$ cat src/rtl/mem_port_arbiter.sv
// mem_port_arbiter: shares one memory bus between instruction fetch and the MEM-stage load/store.
// Define MEM_ARB_TIMEOUT_EN to abort WAIT after TIMEOUT_CYC cycles and flag a sticky timeout error.
module mem_port_arbiter #(
   parameter int ADDR_W      = 32,
   parameter int DATA_W      = 32,
   parameter int TIMEOUT_CYC = 255
) (
   input  logic              sys_clk_i,
   input  logic              rst_n_i,
   input  logic              if_req_i,
   input  logic [ADDR_W-1:0] if_addr_i,
   output logic [DATA_W-1:0] if_rdata_o,
   output logic              if_valid_o,
   input  logic              mem_rd_i,
   input  logic              mem_wr_i,
   input  logic [ADDR_W-1:0] mem_addr_i,
   input  logic [DATA_W-1:0] mem_wdata_i,
   output logic [DATA_W-1:0] mem_rdata_o,
   output logic              mem_valid_o,
   output logic              bus_req_o,
   output logic              bus_we_o,
   output logic [ADDR_W-1:0] bus_addr_o,
   output logic [DATA_W-1:0] bus_wdata_o,
   input  logic              bus_gnt_i,
   input  logic              bus_rvalid_i,
   input  logic [DATA_W-1:0] bus_rdata_i,
   output logic              stall_if_o,
   output logic              stall_mem_o,
   output logic              timeout_err_o
);
   localparam logic [1:0] IDLE = 2'd0;
   localparam logic [1:0] REQ  = 2'd1;
   localparam logic [1:0] WAIT = 2'd2;
   localparam logic [1:0] DONE = 2'd3;
   logic [1:0]        state;
   logic              own_if;
   logic              mem_any;
   logic              to_hit;
   logic              load_rdata;
   logic [DATA_W-1:0] resp_data;
   assign mem_any    = mem_rd_i | mem_wr_i;
   // A timeout loads zero into the owner's rdata even for a write; a real ack never updates it for writes.
   assign resp_data  = bus_rvalid_i ? bus_rdata_i : '0;
   assign load_rdata = ~bus_rvalid_i | ~bus_we_o;
   always_ff @(posedge sys_clk_i or negedge rst_n_i) begin
      if (!rst_n_i) begin
         state       <= IDLE;
         own_if      <= 1'b0;
         bus_we_o    <= 1'b0;
         bus_addr_o  <= '0;
         bus_wdata_o <= '0;
         if_rdata_o  <= '0;
         mem_rdata_o <= '0;
      end else begin
         case (state)
            IDLE: begin
               if (mem_any) begin
                  state       <= REQ;
                  own_if      <= 1'b0;
                  bus_we_o    <= mem_wr_i;
                  bus_addr_o  <= mem_addr_i;
                  bus_wdata_o <= mem_wdata_i;
               end else if (if_req_i) begin
                  state       <= REQ;
                  own_if      <= 1'b1;
                  bus_we_o    <= 1'b0;
                  bus_addr_o  <= if_addr_i;
                  bus_wdata_o <= '0;
               end
            end
            REQ: if (bus_gnt_i) state <= WAIT;
            WAIT: begin
               if (bus_rvalid_i || to_hit) begin
                  state <= DONE;
                  if (load_rdata && own_if) if_rdata_o <= resp_data;
                  if (load_rdata && !own_if) mem_rdata_o <= resp_data;
               end
            end
            default: state <= IDLE;
         endcase
      end
   end
`ifdef MEM_ARB_TIMEOUT_EN
   localparam int TO_W = $clog2(TIMEOUT_CYC + 1);
   localparam logic [TO_W-1:0] TO_LAST = TO_W'(TIMEOUT_CYC - 1);
   logic [TO_W-1:0] to_cnt;
   logic            to_err;
   always_ff @(posedge sys_clk_i or negedge rst_n_i) begin
      if (!rst_n_i) begin
         to_cnt <= '0;
         to_err <= 1'b0;
      end else begin
         if (state == REQ && bus_gnt_i) to_cnt <= '0;
         else if (state == WAIT) to_cnt <= to_cnt + 1'b1;
         if (to_hit && !bus_rvalid_i) to_err <= 1'b1;
      end
   end
   // The last WAIT cycle is the TIMEOUT_CYC-th one, so the count compares against TIMEOUT_CYC-1.
   assign to_hit        = (state == WAIT) && (to_cnt == TO_LAST);
   assign timeout_err_o = to_err;
`else
   assign to_hit        = TIMEOUT_CYC < 0;
   assign timeout_err_o = 1'b0;
`endif
   assign bus_req_o   = state == REQ;
   assign if_valid_o  = (state == DONE) & own_if;
   assign mem_valid_o = (state == DONE) & ~own_if;
   assign stall_mem_o = mem_any & ~mem_valid_o;
   assign stall_if_o  = if_req_i & ~if_valid_o;
endmodule

$ cat config.mk
export PLATFORM = sky130hd
export DESIGN_NAME = mem_port_arbiter
export DESIGN_NICKNAME = d
export VERILOG_FILES = /design/src/rtl/mem_port_arbiter.sv
export SDC_FILE = /design/constraint.sdc
export NUM_CORES = 1
export LEC_CHECK = 0
export BUFFER_PORTS_ARGS = -buffer_cell sky130_fd_sc_hd__buf_2
export CORE_UTILIZATION = 41
export CTS_CLUSTER_SIZE = 28
export DETAILED_ROUTE_END_ITERATION = 16
export PLACE_DENSITY = 0.77
export SETUP_SLACK_MARGIN = 0.5
export SYNTH_ARGS = -nofsm -noshare
export SYNTH_HDL_FRONTEND = slang
export SYNTH_SLANG_ARGS = --single-unit
$ cat constraint.sdc
create_clock -name sys_clk_i -period 1.59 [get_ports sys_clk_i]
set_input_delay 0.159 -clock sys_clk_i [delete_from_list [all_inputs] [get_ports sys_clk_i]]
set_output_delay 0.159 -clock sys_clk_i [all_outputs]
set_load 0.02 [all_outputs]
[Word level (Yosys, flattened, before mapping)]
Index checks and enable logic that the tools add are counted.
Storage, ports and cells
  output and inout bits: 135
  word-level logic and storage cells: 46
  register bits: 132
Cells by class
  mux-type cells: 13
  bitwise logic cells: 11
  equal/unequal tests: 6
  reduce and logical (&&, ||, !) cells: 9
Operators by type and width (number)
  32-bit two-way mux: 4
  3-bit AND reduction: 3
  2-bit two-way mux: 4
  2-bit one-hot mux with 3 select lines: 1
  1-bit inverter: 5
  1-bit AND: 4
  2-bit equality test, second input constant: 2
  1-bit two-way mux: 4
  3-bit inequality test, second input constant: 1
  2-bit by 1-bit equality test with 1-bit output, second input constant: 1
  1-bit logical AND: 2
  2-bit zero test: 1
  2-bit by 1-bit inequality test with 1-bit output, second input constant: 1
  2-bit inequality test, second input constant: 1
  1-bit bitwise OR: 2
  2-bit AND reduction: 1
  2-bit nonzero test: 1
  1-bit zero test: 1

[Logic depth before layout (Yosys ltp)]
Gate-level depths: netlist of the first run.
  depth after elaboration: 4
  mapped depth: 7
  gate-level depth less buffers: 5

[Least setup slack after synthesis of the first run]
No wires, ideal clock.
  kind: reg2reg
  start: reg state[0]
  end: reg mem_rdata_o[0]
  clock period less this slack: 1628 ps
  setup slack: -38 ps
  buffers on the path: 1
  data arrival time: 1503 ps
  cell stages (with the launch flop): 7
  cell sequence: dfrtp_1 inv_1 ha_1 nand2_1 nor3_2 buf_4 mux2_2
Between the ends
  longest elaborated chain between the ends: 2
Ends and longest elaborated chain
  from (decl): RTL line 35  | logic [1:0] state;
  from (signal assigned): RTL line 47  | state <= IDLE;
  from (signal assigned): RTL line 58  | state <= REQ;
  from (signal assigned): RTL line 64  | state <= REQ;
  2-bit equality test: RTL line 55  | case (state)
  3-bit AND reduction (no source line)
  to (signal assigned): RTL line 76  | if (load_rdata && !own_if) mem_rdata_o <= resp_data;
  to (decl): RTL line 18  | output logic [DATA_W-1:0] mem_rdata_o,
No other way between the ends.
A chain may end at the register's enable or synchronous reset.

[Worst setup path in the final report of the first run]
  start: reg state[0]
  end: reg mem_rdata_o[14]
The elaborated chain is that of the path after synthesis.

==> summary.txt, run 1 <==
Slowest CP cell: dfrtp_1
Post-synth net total: 513
Critical path's top delay family: buffers and inverters
Clock tree buffer depth: 2
Stages on the worst setup path: 7
CP arrival: 2.00 ns
PnR worst setup slack: -0.114 ns
Via Count: 5,161
Row count: 40
Largest net degree at the start of global routing: 60
Number of global-route vias before repair: 5,166
Util after Layout: 82.6%
Core Area: 0.0123 sq mm
Root buf cell: clkbuf_16
Storage cell area: 0.00330 sq mm
Area grow syn2layout: 93.0%
R2r setup slk: -0.11 ns
Layout cells sized above 1: 61.8%
Reg-to-reg startpoint: state[0]$_DFFE_PN0P_
Layout Cells excl Fill: 996
# DRC: 0
Top cells by area, synth: dfrtp_1, mux2_2, mux2i_1, a22o_1, o21ai_0
Worst-Margin Slew: 0.544 ns
Global Route Usage Sum: 28.1%
Max IR drop VDD: 1.25 mV
Critical R2R Capture: mem_rdata_o[14]$_DFFE_PN0P_
CP Buf/Inv Count: 3
Starting Density: 42.8%
Total gr overflow: 0
Final nets: 954
Placed insts: 796
Crit-path max FO: 8
Top-area cell type share of the netlist area: 62.9%
DP Area: 0.00692 sq mm
PnR Total Power: 22.9 mW
Initial detailed-routing violation count: 299
Worst Hold Class: in2reg
Commonest non-fill, non-tap cell in the layout: buf_6
Seq cells post-synth: 132
Syn. warnings: 0
Nature of the critical path startpoint: register
DRT Wirelength: 21,800 um
Clock transition at path regs: 0.06 ns
RSZ-0062 raised after global routing: true
Max Slew Vio Count: 0
Antenna Nets Post-Route: 0
Crit path cell chain: inv_2, ha_4, nand2_2, nor3_4, buf_12, clkbuf_16, mux2_2
Total negative slack: -5.09 ns
Ant diodes: 0
IO buf count: 268
Total CTS buffers: 17
Die area: 0.0133 sq mm
Pwr dens: 2260 mW/mm^2
Cell variety after synth: 25
Routed wire per std cell: 21.9 um
Mapped Area: 0.00525 sq mm
Avg Cell Area, Syn: 14.0 sq um
Multi-input gate area: 0.00206 sq mm
Worst-case clock skew: 0.00709 ns
Fillers: 553
Worst setup EP type: register
Worst-Skew Late Latency: 0.41 ns
Initial antenna violation count: 0
Synth area leader: dfrtp_1
First-pass DRT Iterations: 5
Maximum clock frequency: 587 MHz
Chip height: 115 um
Top-level I/O count: 270
Number of setup violations in the final report: 93
Commonest cells after routing, fill and taps aside: buf_6, buf_2, dfrtp_1, buf_4, dlygate4sd3_1
Via density: 5.18
Hpwl dp: 9400 um
TritonCTS clock tree: built
Slew HR: 63.7%
Number of cells on the worst reg-to-reg path: 7
Max-Cap Viols: 0
Max incr delay on CP: 0.41 ns
Final hold viol count: 0
Die span in x: 115 um
GP Congestion: 0.763
Critical path class: reg2reg
Crit path to: mem_rdata_o[14]$_DFFE_PN0P_
Post-Synthesis Cells: 374
First-pass GRT wire length: 27,700 um
P_leak: 5.05 nW
# H-tree levels: 4
Final Cell Area: 0.0101 sq mm
Sequential area share after synthesis: 62.9%
Clock Sinks: 132
Final period util: 107%
Run status: finished with violations
Minimum clock period: 1.70 ns
Critical Path RT: 1.88 ns
Failing checks: setup timing
Worst setup path startpoint: state[0]$_DFFE_PN0P_
-- cell families after synthesis --
logic type / share of synthesized area, %
DFF: 62.9
muxes: 20.1
buffers and inverters: 2.79
other: 0.0715
and+or+nand+nor: 3.77
adders and majority gates: 0.954
AOI/OAI and AO/OA: 9.42
-- what timing repair did --
action                                  4_1_cts  5_1_grt
hold endpoints to repair                    204        0
hold buffers                                 58        0
buffers inserted                             48       53
endpoints found under the setup margin      266      266
pin swaps                                     1        5
gates resized for setup                     313       39
gates cloned                                  6        3
-- per-layer routing --
metal	global-route usage, %	share of wire (%)
met4	12.5	4.8
met5	0	0
met3	7.96	8.0
met2	51.7	52
met1	29.8	35
-- cell usage after synthesis, drive strengths merged --
master,number
a221oi,1
o21ai,32
inv,3
clkbuf,2
nor2b,4
buf,22
nor2,3
o32a,1
nand2,33
mux2,65
conb,1
and2,1
o31ai,1
mux2i,32
a21oi,1
a22o,33
nor3,2
dfrtp,132
nand4b,1
ha,4
-- where the power goes --
part | switching, mW | internal, mW
clock network | 1.61 | 2.33
logic | 5.53 | 6.92
registers | 1.48 | 5.02
-- worst min-delay path by stage --
stage	start	to	slack, ns	depth (start not counted)
6_report	bus_rdata_i[4]	mem_rdata_o[4]$_DFFE_PN0P_	0.02	2
5_1_grt	bus_rdata_i[19]	if_rdata_o[19]$_DFFE_PN0P_	0.006	2
4_1_cts	bus_rdata_i[2]	mem_rdata_o[2]$_DFFE_PN0P_	0.0004	2
3_5_place_dp	rst_n_i	mem_rdata_o[11]$_DFFE_PN0P_	0.05	1
3_3_place_gp	rst_n_i	mem_rdata_o[18]$_DFFE_PN0P_	0.05	1
2_1_floorplan	rst_n_i	bus_addr_o[0]$_DFFE_PN0P_	-0.14	0
-- per-stage QoR --
stage / worst slack [ns] / hold WS, ns
2_1_floorplan: 0.0335 / -0.137
3_3_place_gp: 0.0652 / 0.0509
6_report: -0.114 / 0.0177
5_1_grt: -0.141 / 0.00646
4_1_cts: -0.0365 / 0.000398
3_5_place_dp: -0.00317 / 0.0511
-- cell type report --
cell class              count  area share, %
multi-input cells         215           20.3
repair buffers            446           39.1
flip-flops and latches    132           32.6
inverters                   3          0.136
well taps                 168           2.08
clock inverters            14           1.52
clock buffers              18           4.24
-- sequential cells by signal, summed over array words and instances (netlist names) --
name / flops
bus_addr_o: 32
mem_rdata_o: 32
bus_wdata_o: 32
own_if: 1
if_rdata_o: 32
bus_we_o: 1
state: 2
Power figures use the tool's default switching activity.
==> run 2, diff against run 1 <==
--- a/config.mk
+++ b/config.mk
@@ -6,10 +6,11 @@
 export NUM_CORES = 1
 export LEC_CHECK = 0
 export BUFFER_PORTS_ARGS = -buffer_cell sky130_fd_sc_hd__buf_2
-export CORE_UTILIZATION = 41
+export CORE_UTILIZATION = 42
+export CTS_BUF_LIST = sky130_fd_sc_hd__clkbuf_2
 export CTS_CLUSTER_SIZE = 28
 export DETAILED_ROUTE_END_ITERATION = 16
-export PLACE_DENSITY = 0.77
+export PLACE_DENSITY = 0.79
 export SETUP_SLACK_MARGIN = 0.5
 export SYNTH_ARGS = -nofsm -noshare
 export SYNTH_HDL_FRONTEND = slang
==> run 2 against run 1 <==
- the run still ends with setup timing left
- clock power is 46% lower
- sequential power is 1% higher
- first-iteration DRC count is 60% higher
- critical path depth rose by 4
- flip-flop and latch count is the same
- hold slack improved by 0.029 ns
- fmax down 18%
- global-route usage up 7.6 points
- final cell count rose by 9.5%
- combinational power increased by 17%
- sequential share of layout area decreased by 2.9 points
- critical path type unchanged
- critical endpoint is now if_rdata_o[14]$_DFFE_PN0P_
- largest power group unchanged
==> summary.txt, run 2 (synthesis results as in run 1) <==
Run status: finished with violations
Failing checks: setup timing
Routed wire per std cell: 23.9 um
Crit path cell chain: buf_4, buf_6, buf_6, inv_4, ha_4, buf_6, nand4b_1, buf_6, buf_6, buf_12, mux2_2
Slew HR: 62.3%
Layout cells sized above 1: 60.1%
Root buf cell: clkbuf_2
Worst-case clock skew: 0.0257 ns
RSZ-0062 raised after global routing: true
Slowest CP cell: dfrtp_1
Number of global-route vias before repair: 6,113
Fillers: 395
PnR Total Power: 23.1 mW
Area grow syn2layout: 112%
Nature of the critical path startpoint: register
Clock Sinks: 132
Crit-path max FO: 8
Antenna Nets Post-Route: 0
Worst Hold Class: in2reg
Ant diodes: 0
Via density: 5.42
Reg-to-reg startpoint: state[0]$_DFFE_PN0P_
Multi-input gate area: 0.00217 sq mm
Initial antenna violation count: 0
Top cell by count, worst path: buf_6
Initial detailed-routing violation count: 479
Global Route Usage Sum: 35.7%
Critical Path RT: 2.23 ns
Die span in x: 114 um
Final nets: 1,049
Die area: 0.0129 sq mm
Largest net degree at the start of global routing: 53
Worst setup path startpoint: state[0]$_DFFE_PN0P_
Max IR drop VDD: 1.19 mV
Worst-Margin Slew: 0.565 ns
# H-tree levels: 4
Via Count: 5,914
Minimum clock period: 2.07 ns
Starting Density: 43.3%
Commonest non-fill, non-tap cell in the layout: buf_6
# DRC: 0
Chip height: 114 um
GP Congestion: 0.729
Worst-Skew Late Latency: 0.76 ns
Maximum clock frequency: 482 MHz
DP Area: 0.00691 sq mm
Hpwl dp: 9450 um
Number of setup violations in the final report: 137
Util after Layout: 91.7%
Worst setup EP type: register
Max Slew Vio Count: 0
Top-level I/O count: 270
Total CTS buffers: 17
Max-Cap Viols: 0
Clock tree buffer depth: 2
Row count: 40
Final period util: 130%
PnR worst setup slack: -0.484 ns
Hold_sp: mem_rd_i
Max incr delay on CP: 0.45 ns
Total gr overflow: 0
First-pass GRT wire length: 33,900 um
TritonCTS clock tree: built
CP arrival: 2.71 ns
Total negative slack: -49.00 ns
Critical path class: reg2reg
IO buf count: 268
DRT Wirelength: 26,100 um
Storage cell area: 0.00331 sq mm
Final Cell Area: 0.0111 sq mm
Core Area: 0.0121 sq mm
Pwr dens: 2080 mW/mm^2
Commonest cells after routing, fill and taps aside: buf_6, dlygate4sd3_1, buf_2, dfrtp_1, buf_4
Final hold viol count: 0
First-pass DRT Iterations: 6
Clock transition at path regs: 0.21 ns
P_leak: 5.50 nW
[run 2: cell types whose count changed in the layout (fill, tap and decap cells not counted), moves of 7 or more]
cell	change
dlygate4sd3_1	+76
clkbuf_16	-19
clkbuf_2	+18
nand2_1	-12
buf_16	+11
o21ai_2	+10
nand2_2	+9
o21ai_1	-7
[run 2: what timing repair did]
| action | 4_1_cts | 5_1_grt |
|---|---|---|
| setup buffers | 54 | 55 |
| hold endpoints to repair | 264 | 0 |
| cloned | 18 | 0 |
| setup endpoints to repair | 266 | 368 |
| pin swaps | 12 | 7 |
| hold buffers | 134 | 0 |
| resized for setup | 377 | 29 |
[run 2: final cells by class]
cell class	instances	area share [%]
Inverter	3	0.124
Clock inverter	14	1.24
Sequential cell	132	29.8
Timing Repair Buffer	541	46.6
Multi-Input combinational cell	215	19.6
Clock buffer	18	0.811
Tap cell	168	1.89
[run 2: path summary, 6_finish.rpt]
kind                       cells after the start  slack, ns                          end
setup / recovery                              11      -0.48   if_rdata_o[14]$_DFFE_PN0P_
hold / removal                                 5       0.05           own_if$_DFFE_PN0P_
setup reg to reg                              11      -0.48   if_rdata_o[14]$_DFFE_PN0P_
hold reg to reg                                2       0.55   bus_addr_o[22]$_DFFE_PN0P_
max in group asynchronous                      4       0.55   bus_wdata_o[0]$_DFFE_PN0P_
min in group asynchronous                      3       0.40  mem_rdata_o[18]$_DFFE_PN0P_
[run 2: layer usage]
metal / vias up / track usage (%) / share of wire (%)
met5: - / 0 / 0
met4: 0 / 20.7 / 6.6
met3: 161 / 10.1 / 8.2
met2: 430 / 63.7 / 50
met1: 2910 / 37.8 / 35
li1: 2413 / - / -
[run 2: worst max-delay path: cells and delay by family (launching register included)]
kind | cells | cell delay (ns)
mux | 1 | 0.29
simple gates | 1 | 0.14
flops | 1 | 0.45
fa+ha+maj | 1 | 0.14
buf+inv | 8 | 0.96
[run 2: power by group]
group          switching (mW)  internal [mW]
registers                1.58           4.98
logic                    6.21           8.26
clock network            1.39          0.715
total                    9.18           14.0
[run 2: metrics by stage]
stage / hold WS, ns / instances / worst slack [ns]
floorplan: -0.137 / 374 / 0.0335
global placement: 0.119 / 798 / 0.0554
detailed placement: 0.129 / 798 / -0.000165
CTS: 0.0115 / 1036 / -0.402
global route: 0.0345 / 1091 / -0.523
finish: 0.0463 / 1091 / -0.484
==> run 3, diff against run 2 <==
--- a/config.mk
+++ b/config.mk
@@ -5,8 +5,9 @@
 export SDC_FILE = /design/constraint.sdc
 export NUM_CORES = 1
 export LEC_CHECK = 0
+export ABC_AREA = 1
 export BUFFER_PORTS_ARGS = -buffer_cell sky130_fd_sc_hd__buf_2
-export CORE_UTILIZATION = 42
+export CORE_UTILIZATION = 43
 export CTS_BUF_LIST = sky130_fd_sc_hd__clkbuf_2
 export CTS_CLUSTER_SIZE = 28
 export DETAILED_ROUTE_END_ITERATION = 16
==> run 3 against run 2 <==
- the run now fails in 5_1_grt
- area after synthesis increased by 5.6%
- synthesized cell count up 76%
==> summary.txt, run 3 <==
Largest net degree at the start of global routing: 46
EDFF count, synth: 0
Clock tree buffer depth: 2
Synth top cells by count: nand2_1, dfrtp_1, o21ai_0, inv_1, clkbuf_1
Stop err: [ERROR DPL-0038] Utilization greater than 100%, impossible to legalize
Mapped Area: 0.00554 sq mm
Post-Synthesis Cells: 659
Placed insts: 1,079
Synth area leader: dfrtp_1
Post-synth net total: 798
Place WS: 0.109 ns
Chip height: 116 um
Die span in x: 116 um
Top-area cell type share of the netlist area: 59.6%
Run status: aborted with a tool error
# H-tree levels: 4
Hpwl dp: 10,200 um
Clock Sinks: 132
Most frequent cell after synthesis: nand2_1
Top-level I/O count: 270
Syn. warnings: 0
Worst EP Category: top-level output
Halt Stage: 5_1_grt
Starting Density: 44.1%
Synth async-reset ratio: 100%
Seq cells post-synth: 132
DP Area: 0.00721 sq mm
Top cells by area, synth: dfrtp_1, nand2_1, o21ai_0, inv_1, clkbuf_1
Row count: 41
Worst endpoint, post-GRT repair: stall_mem_o
GP Congestion: 0.776
Cell variety after synth: 21
Root buf cell: clkbuf_2
IO buf count: 268
Avg Cell Area, Syn: 8.41 sq um
Most common flop cell mapped by yosys: dfrtp_1
Sequential area share after synthesis: 59.6%
Total CTS buffers: 17
run 3: cells by family after synthesis:
kind of cell	count (synthesis)	share of synthesized area [%]
simple gates	345	24.0
flops	132	59.6
fa+ha+maj	4	0.903
compound gates	99	9.15
buf+inv	78	6.28
other cells	1	0.0677
run 3: repair_timing:
action,4_1_cts
buffers inserted,49
endpoints found under the hold margin,264
resized for setup,380
pin swaps,15
gates cloned,10
setup endpoints to repair,266
hold buffers,135
run 3: per-stage QoR:
stage,hold slack [ns],TNS (ns),util [%]
after detailed placement,0.0457,0,57.4
after global placement,0.0468,0,57.4
after floorplan,-0.137,0,-
after CTS,0.0266,-0.960,84.7
==> run 4, diff against run 3 <==
==> config.mk (replaced) <==
export PLATFORM = sky130hd
export DESIGN_NAME = mem_port_arbiter
export DESIGN_NICKNAME = d
export VERILOG_FILES = /design/src/rtl/mem_port_arbiter.sv
export SDC_FILE = /design/constraint.sdc
export NUM_CORES = 1
export LEC_CHECK = 0
export ABC_AREA = 1
export BUFFER_PORTS_ARGS = -buffer_cell sky130_fd_sc_hd__buf_2
export CORE_UTILIZATION = 40
export DETAILED_ROUTE_END_ITERATION = 16
export PLACE_DENSITY_LB_ADDON = 0.15
export SYNTH_ARGS = -nofsm -noshare
export SYNTH_HDL_FRONTEND = slang
export SYNTH_SLANG_ARGS = --single-unit
==> constraint.sdc (replaced) <==
create_clock -name sys_clk_i -period 2.05 [get_ports sys_clk_i]
set_input_delay 0.205 -clock sys_clk_i [delete_from_list [all_inputs] [get_ports sys_clk_i]]
set_output_delay 0.205 -clock sys_clk_i [all_outputs]
set_load 0.02 [all_outputs]
==> run 4 against run 3 <==
- the run now ends clean
- synthesized cell count stayed put
- area after synthesis is the same
==> summary.txt, run 4 <==
Run status: complete, no violations
Max Slew Vio Count: 0
Synth area leader: dfrtp_1
Final period util: 80.4%
Number of global-route vias before repair: 4,954
Antenna Nets Post-Route: 0
Via Count: 5,158
Reg-to-reg startpoint: state[0]$_DFFE_PN0P_
Worst setup EP type: register
Critical path's top delay family: buffers and inverters
Total gr overflow: 0
Synth top cells by count: nand2_1, dfrtp_1, o21ai_0, inv_1, clkbuf_1
Sequential area share after synthesis: 59.6%
Starting Density: 41.3%
Worst-Margin Slew: 0.580 ns
Sw Share: 41.2%
First-pass GRT wire length: 23,800 um
Largest net degree at the start of global routing: 70
R2r setup slk: 0.40 ns
Max incr delay on CP: 0.41 ns
Clock transition at path regs: 0.06 ns
Chip height: 120 um
Power share of the clock group: 24.0%
Ant diodes: 0
Worst Hold Class: in2reg
GP Congestion: 0.769
Fillers: 1,270
Critical path class: reg2reg
Final Cell Area: 0.00796 sq mm
First-pass DRT Iterations: 4
P_leak: 4.61 nW
Layout cells sized above 1: 32.8%
Hpwl dp: 10,100 um
TritonCTS clock tree: built
Core Area: 0.0134 sq mm
Multi-input gate area: 0.00189 sq mm
Cell variety after synth: 21
Hold_buf cts: 30
Sw power: 5.35 mW
Root buf cell: clkbuf_16
Top cells by area, synth: dfrtp_1, nand2_1, o21ai_0, inv_1, clkbuf_1
Seq cells post-synth: 132
Number of cells on the worst reg-to-reg path: 6
Max-Cap Viols: 0
Routed wire per std cell: 12.8 um
Maximum clock frequency: 607 MHz
Minimum clock period: 1.65 ns
Syn. warnings: 0
Max IR drop VDD: 0.991 mV
Crit path cell chain: inv_1, ha_1, nand2_1, o21ai_4, buf_4, o21ai_0
Commonest non-fill, non-tap cell in the layout: nand2_1
Initial antenna violation count: 0
Nature of the critical path startpoint: register
Synth async-reset ratio: 100%
Cell Int Power: 7.64 mW
Clock Sinks: 132
Top-area cell type share of the netlist area: 59.6%
Row count: 42
Post-synth net total: 798
CP Buf/Inv Count: 2
Total CTS buffers: 17
Combinational power share: 41.4%
Number of setup violations in the final report: 0
CP arrival: 1.92 ns
# DRC: 0
Mapped Area: 0.00554 sq mm
Critical Path RT: 2.32 ns
Slew HR: 61.3%
Avg Cell Area, Syn: 8.41 sq um
IO buf count: 268
Die area: 0.0143 sq mm
Die span in x: 120 um
Most common flop cell mapped by yosys: dfrtp_1
Initial detailed-routing violation count: 231
Via density: 4.52
Worst-Skew Late Latency: 0.41 ns
Global Route Usage Sum: 21.3%
Post-Synthesis Cells: 659
PnR Total Power: 13.0 mW
Worst-case clock skew: 0.0102 ns
DRT Wirelength: 14,600 um
RSZ-0062 raised after global routing: false
Area grow syn2layout: 43.7%
# H-tree levels: 4
Reg power frac: 34.5%
Post-CTS setup buffer count: 0
Commonest cells after routing, fill and taps aside: nand2_1, buf_2, dfrtp_1, o21ai_0, inv_1
EDFF count, synth: 0
Worst Hold Depth: 3
Total negative slack: 0 ns
Hold Crit Endpoint: bus_wdata_o[12]$_DFFE_PN0P_
Top-level I/O count: 270
Clock tree buffer depth: 2
DP Area: 0.00704 sq mm
Final hold viol count: 0
Slowest CP cell: dfrtp_1
Final nets: 1,091
Hold_sp: mem_wdata_i[12]
Critical R2R Capture: bus_we_o$_DFFE_PN0P_
Crit-path max FO: 33
Pwr dens: 1630 mW/mm^2
Storage cell area: 0.00330 sq mm
Post-cts sizing count: 0
Most frequent cell after synthesis: nand2_1
==> run 4: cell counts after synthesis <==
No cell type changed its count.
==> run 4: area by class of cell <==
class | instances | area share (%)
inverters | 44 | 2.08
well taps | 176 | 2.77
flip-flops and latches | 132 | 41.5
multi-input cells | 449 | 23.8
repair buffers | 308 | 22.1
clock buffers | 22 | 5.96
clock inverters | 10 | 1.82
==> run 4: through the flow <==
stage | hold slack, ns | instances | setup slack (ns) | utilization, %
3_5_place_dp | 0.153 | 1079 | 0.381 | 52.5
6_report | 0.0132 | 1141 | 0.402 | 59.4
3_3_place_gp | 0.157 | 1079 | 0.451 | 52.5
4_1_cts | 0.000108 | 1141 | 0.363 | 59.4
5_1_grt | 0.00773 | 1141 | 0.213 | 59.4
2_1_floorplan | -0.0906 | 659 | 0.603 | -
==> run 4: worst max path at each step <==
stage / startpoint / endpoint / cells past startpoint
floorplan: state[0]$_DFFE_PN0P_ / if_rdata_o[10]$_DFFE_PN0P_ / 8
detailed placement: state[0]$_DFFE_PN0P_ / bus_we_o$_DFFE_PN0P_ / 6
finish: state[0]$_DFFE_PN0P_ / bus_we_o$_DFFE_PN0P_ / 6
CTS: state[0]$_DFFE_PN0P_ / bus_we_o$_DFFE_PN0P_ / 6
global placement: state[0]$_DFFE_PN0P_ / bus_we_o$_DFFE_PN0P_ / 6
global route: state[0]$_DFFE_PN0P_ / bus_we_o$_DFFE_PN0P_ / 6
==> run 4: logic make-up (layout without fill, tap and decap cells) <==
logic type / Yosys count / count (layout) / synth area share [%]
DFF: 132 / 132 / 59.6
adders and majority gates: 4 / 4 / 0.903
and+or+nand+nor: 345 / 345 / 24.0
buffers and inverters: 78 / 384 / 6.28
AOI/OAI and AO/OA: 99 / 99 / 9.15
other: 1 / 1 / 0.0677
==> run 4: worst reg2reg max path, delay by kind of cell, from the launching register on <==
family,cells,cell delay [ns]
buffers and inverters,2,0.42
AO/OA/AOI/OAI,2,0.21
adder cells (fa/ha/maj),1,0.31
flip-flops,1,0.41
AND/OR/NAND/NOR,1,0.16
==> run 4: power groups by stage <==
| stage | clock network (mW) | registers, mW | logic (mW) |
|---|---|---|---|
| 5_1_grt | 3.30 | 4.63 | 5.97 |
| 2_1_floorplan | 0 | 5.99 | 1.96 |
| 4_1_cts | 3.20 | 4.49 | 5.46 |
| 3_3_place_gp | 0 | 4.48 | 5.34 |
| 6_report | 3.12 | 4.49 | 5.38 |
| 3_5_place_dp | 0 | 4.49 | 5.42 |
==> run 4: layer usage <==
| layer | track usage, % | part of all wire (%) |
|---|---|---|
| met2 | 35.1 | 48 |
| met1 | 25.5 | 43 |
| met4 | 8.44 | 1.7 |
| met5 | 0 | 0 |
| met3 | 7.22 | 7.3 |
